`config.mk`:
```
export PLATFORM = sky130hd
export DESIGN_NAME = disp_pipe_ctrl
export DESIGN_NICKNAME = d
export VERILOG_FILES = /design/src/rtl/disp_pipe_ctrl.sv
export SDC_FILE = /design/constraint.sdc
export NUM_CORES = 1
export LEC_CHECK = 0
export ABC_AREA = 1
export CELL_PAD_IN_SITES_DETAIL_PLACEMENT = 0
export CELL_PAD_IN_SITES_GLOBAL_PLACEMENT = 1
export CORE_UTILIZATION = 44
export DETAILED_ROUTE_END_ITERATION = 7
export PLACE_DENSITY_LB_ADDON = 0.3
export RECOVER_POWER = 25
export REMOVE_ABC_BUFFERS = 1
export SLEW_MARGIN = 20
export SYNTH_ARGS = -nofsm -noshare
export SYNTH_HDL_FRONTEND = slang
export SYNTH_SLANG_ARGS = --single-unit
export TNS_END_PERCENT = 30
```
`constraint.sdc`:
```
create_clock -name aclk -period 1.65 [get_ports aclk]
set_clock_uncertainty 0.05 [all_clocks]
set_input_delay 0.4125 -clock aclk [delete_from_list [all_inputs] [get_ports aclk]]
set_output_delay 0.4125 -clock aclk [all_outputs]
set_load 0.005 [all_outputs]
```
`src/rtl/disp_pipe_ctrl.sv`:
```
// Flow-control sequencer for the pipelined argmin disparity tree: valid/marker tracking, global stall, frame FSM.
// Optional build macro DISP_CTRL_STALL_CNT_EN adds o_stall_cnt (busy cycles spent stalled).
module disp_pipe_ctrl #(
    parameter int ELEM       = 64,
    parameter int IMG_WIDTH  = 640,
    parameter int IMG_HEIGHT = 480
) (
    input  logic        aclk,
    input  logic        areset,
    input  logic        i_start,
    output logic        o_busy,
    output logic        o_done,
    output logic        o_err_eol,
    input  logic        s_valid,
    output logic        s_ready,
    input  logic        s_sof,
    input  logic        s_eol,
    output logic        tree_c_en,
    output logic        m_valid,
    input  logic        m_ready,
    output logic        m_sof,
    output logic        m_eol
`ifdef DISP_CTRL_STALL_CNT_EN
    ,
    output logic [31:0] o_stall_cnt
`endif
);

    localparam int LAT = $clog2(ELEM);
    localparam int CW  = (IMG_WIDTH  > 1) ? $clog2(IMG_WIDTH)  : 1;
    localparam int RW  = (IMG_HEIGHT > 1) ? $clog2(IMG_HEIGHT) : 1;

    typedef enum logic [1:0] {IDLE, RUN, DRAIN} state_t;

    typedef struct packed {
        logic sof;
        logic eol;
    } mark_t;

    state_t          state, state_nxt;
    logic [CW-1:0]   col;
    logic [RW-1:0]   row;
    logic [LAT-1:0]  vld_q;
    logic [LAT:0]    vld_nxt;
    mark_t [LAT-1:0] mark_q;
    mark_t [LAT:0]   mark_nxt;
    mark_t           in_mark;
    logic            accept, start_acc;
    logic            pos_sof, pos_eol, pos_last;

    assign m_valid   = vld_q[LAT-1];
    assign m_sof     = mark_q[LAT-1].sof;
    assign m_eol     = mark_q[LAT-1].eol;
    assign tree_c_en = ~m_valid | m_ready;
    assign s_ready   = tree_c_en & (state == RUN);
    assign accept    = s_valid & s_ready;
    assign start_acc = (state == IDLE) & i_start;
    assign o_busy    = (state != IDLE);

    assign pos_sof  = (col == '0) && (row == '0);
    assign pos_eol  = (col == CW'(IMG_WIDTH - 1));
    assign pos_last = pos_eol && (row == RW'(IMG_HEIGHT - 1));

    // Bubbles carry zero markers so idle stages never look like a line end.
    assign in_mark  = '{sof: pos_sof & accept, eol: pos_eol & accept};
    assign vld_nxt  = {vld_q, accept};
    assign mark_nxt = {mark_q, in_mark};

    always_ff @(posedge aclk or posedge areset) begin
        if (areset) begin
            vld_q  <= '0;
            mark_q <= '0;
        end else if (tree_c_en) begin
            vld_q  <= vld_nxt[LAT-1:0];
            mark_q <= mark_nxt[LAT-1:0];
        end
    end

    always_ff @(posedge aclk or posedge areset) begin
        if (areset) begin
            col <= '0;
            row <= '0;
        end else if (start_acc) begin
            col <= '0;
            row <= '0;
        end else if (accept) begin
            if (pos_eol) begin
                col <= '0;
                row <= pos_last ? '0 : row + 1'b1;
            end else begin
                col <= col + 1'b1;
            end
        end
    end

    // Sticky marker-mismatch flag; the beat itself is still processed.
    always_ff @(posedge aclk or posedge areset) begin
        if (areset)
            o_err_eol <= 1'b0;
        else if (start_acc)
            o_err_eol <= 1'b0;
        else if (accept && ((s_sof != pos_sof) || (s_eol != pos_eol)))
            o_err_eol <= 1'b1;
    end

    always_ff @(posedge aclk or posedge areset) begin
        if (areset)
            state <= IDLE;
        else
            state <= state_nxt;
    end

    always_comb begin
        state_nxt = state;
        o_done    = 1'b0;
        case (state)
            IDLE:    if (i_start) state_nxt = RUN;
            RUN:     if (accept && pos_last) state_nxt = DRAIN;
            DRAIN: begin
                // m_valid is the last vld stage, so an empty vld means nothing is left to hand off.
                if (vld_q == '0) begin
                    o_done    = 1'b1;
                    state_nxt = IDLE;
                end
            end
            default: state_nxt = IDLE;
        endcase
    end

`ifdef DISP_CTRL_STALL_CNT_EN
    always_ff @(posedge aclk or posedge areset) begin
        if (areset)
            o_stall_cnt <= '0;
        else if (start_acc)
            o_stall_cnt <= '0;
        else if (o_busy && !tree_c_en && (o_stall_cnt != '1))
            o_stall_cnt <= o_stall_cnt + 32'd1;
    end
`endif

endmodule

```
==> key figures <==
Timing
  – Setup-failing EPs final: 1
  – Tcrit/Tclk final: 1.055
  – Final hold violation count: 0
  – Max Slew Vio Count: 0
  – Worst hold margin: 0.4379 ns
  – Worst Tran Pin Value: 0.9197 ns
  – Unrepaired setup endpoints after global routing: yes
  – Final worst slack: -0.09115 ns
  – Max transition margin: 0.3869
  – Setup TNS: -0.09115 ns
  – FMAX: 0.5743 GHz
  – Min cycle time layout: 1.741 ns

Floorplanning
  – Die Y: 71.33 um
  – # IOs: 15
  – CORE AREA: 0.004474 mm2
  – Initial Utilization: 0.4726
  – Core Rows: 24
  – Die Area: 0.005087 mm2
  – Die X: 71.33 um

Job
  – Max cap viols: 0

Synth
  – Post-Synth XOR/XNOR Area: 0.02485
  – Share of Yosys cell area claimed by the top area cell type: 0.4734
  – Mapped cell area: 0.002115 mm2
  – Register area share after synthesis: 0.4734
  – Post-synthesis compound-gate area fraction: 0.08580
  – Top post-synthesis cells by count: nand2_1, dfrtp_1, inv_1, nor2_1, o21ai_0
  – Simple logic cell fraction of the synthesized area: 0.3071
  – Largest family of logic cells by synthesized area: simple AND/OR/NAND/NOR gates
  – Most numerous cell in the Yosys netlist: nand2_1
  – Async SR Flop Fraction: 1.000
  – Synth Instances: 258
  – Mean post-synth cell area: 8.196 um2
  – Main flop type after synthesis: dfrtp_1
  – Mux contribution to synthesized area: 0
  – Area contributors post-synth: dfrtp_1, nand2_1, inv_1, o21ai_0, nand3_1
  – Number of enable flip-flop cells after synthesis: 0
  – Distinct cells, synth: 31
  – Adder-Cell Fraction of Synth Area: 0.02367
  – Seq cells post-synth: 40
  – Largest area contributor in the netlist: dfrtp_1
  – Synthesis Warnings: 0

Global routing
  – Initial antenna violation count: 0
  – Pin count of the biggest net entering global routing: 41
  – Overall routing resource usage: 0.2080
  – Vias in the first global route: 1,814
  – Total gr overflow: 0
  – Global-route wire length before repair: 8128 um

Clock tree
  – CTS tree: done
  – CTS root buffer: clkbuf_8
  – H-tree depth: 2
  – CTS sink count: 40
  – Clock Tree Buf Depth: 2
  – Worst-path clk slew: 0.08 ns
  – Clk_lat worst skew: 0.29 ns
  – CTS Hold Buffers Added: 0
  – Num CTS Buffers: 5

Routing
  – DRT Wirelength: 4721 um
  – Drt pass-1 iters: 6
  – DRT iter0 DRCs: 106
  – Number of remaining DRC errors: 2
  – Via density: 5.025
  – Routed Antenna Nets: 0
  – Post-DR wirelength/cell: 13.04 um
  – Vias: 1,819

Critical path
  – Worst path arrival time: 1.28 ns
  – R2R depth: 10
  – CP max FO: 2
  – Crit path launch type: register
  – Worst path required time: 1.19 ns
  – Critical path endpoint category: primary output
  – Critical path class: reg -> out

Power
  – Max IR drop VDD: 0.6369 mV
  – Tot Pwr: 3.589 mW
  – Leakage Power: 1.332 nW
  – Cell Pwr Density: 1312 mW/mm2

Place
  – DP HPWL: 3202 um
  – Gpl congestion: 0.8209
  – Number of port buffers: 14

Min path
  – Hold path depth: 2
  – Min-delay worst type: reg -> reg

Layout
  – Area grow syn2layout: 29.41%
  – Diode count: 0
  – Fraction of layout cells with a size suffix above 1: 0.2516
  – NumNets Final: 321
  – Fill count: 397

Run status
  – Failing checks: design-rule violations, negative setup slack
  – Status: finished with violations
[critical path: stages, from the launching register on]
cell     delay (ns)
dfrtp_1        0.40
nor4_2         0.26
nand2_1        0.11
nor2_1         0.11
buf_2          0.12
[metrics by stage]
stage          setup WS (ns)  instance area [um2]  std cells  utilization
2_1_floorplan        0.09904                 2082        254            -
3_3_place_gp         -0.4553                 2465        342       0.5509
3_5_place_dp         -0.4833                 2465        342       0.5509
4_1_cts              -0.1377                 2706        361       0.6049
5_1_grt              -0.2011                 2736        362       0.6116
6_report            -0.09115                 2736        362       0.6116
[registers in the layout (all words and copies together) (netlist names)]
| signal | count |
|---|---|
| col | 10 |
| row | 9 |
| state | 2 |
| m_sof | 1 |
| m_eol | 1 |
| vld_q | 6 |
| o_err_eol | 1 |
| mark_nxt | 10 |
[what timing repair did]
item / in CTS / in global routing
setup endpoints to repair: 17 / 16
pin swaps: 6 / 9
gates resized for setup: 23 / 15
setup buffers: 15 / 2
[logic make-up after synthesis]
family	count (synthesis)
compound gates	35
xor+xnor	6
fa+ha+maj	4
buf+inv	42
flops	40
simple gates	131
[layer usage]
layer | track usage | share of wire | vias to the layer above
li1 | - | - | 927
met1 | 0.2819 | 0.49 | 845
met2 | 0.3333 | 0.45 | 39
met3 | 0.04501 | 0.037 | 8
met4 | 0.06889 | 0.018 | 0
met5 | 0 | 0 | -
[worst paths after layout]
path	from	to	slack [ns]
setup reg to reg	row[1]	row[3]	0.01
hold reg to reg	mark_nxt[8]	mark_nxt[10]	0.44
hold / removal	mark_nxt[8]	mark_nxt[10]	0.44
max in group asynchronous	areset	state[1]	0.12
min in group asynchronous	areset	row[1]	0.80
setup / recovery	vld_q[0]	o_done	-0.09
[placed cells by master, fill, tap and decap left out, drive strengths merged]
cell            n
a21oi           7
a31oi           2
buf            37
bufinv          2
clkbuf          5
clkdlybuf4s15   1
clkdlybuf4s50   6
clkinv          1
dfrtp          40
dlygate4sd2     3
dlygate4sd3     1
dlymetal6s2s    1
ha              4
inv            37
nand2          63
nand3          22
nand3b          2
nand4           4
nor2           29
nor3            7
nor3b           2
nor4            1
o21ai          23
o22ai           3
or2             1
xor2            6
[layout make-up]
cell class,instances,area (um2),area share
well taps,52,65.06,0.02378
clock inverters,2,60.06,0.02195
repair buffers,49,407.9,0.1491
multi-input cells,176,984.7,0.3599
flip-flops and latches,40,1002,0.3663
inverters,38,147.6,0.05396
clock buffers,5,68.82,0.02515
[power breakdown]
part	switching (mW)	total, mW	internal, mW	leakage [nW]
clock	0.338	0.933	0.595	0.0642
combinational	0.648	1.26	0.607	0.744
sequential	0.197	1.40	1.20	0.524
No activity file was read; power rests on OpenSTA's default activity.
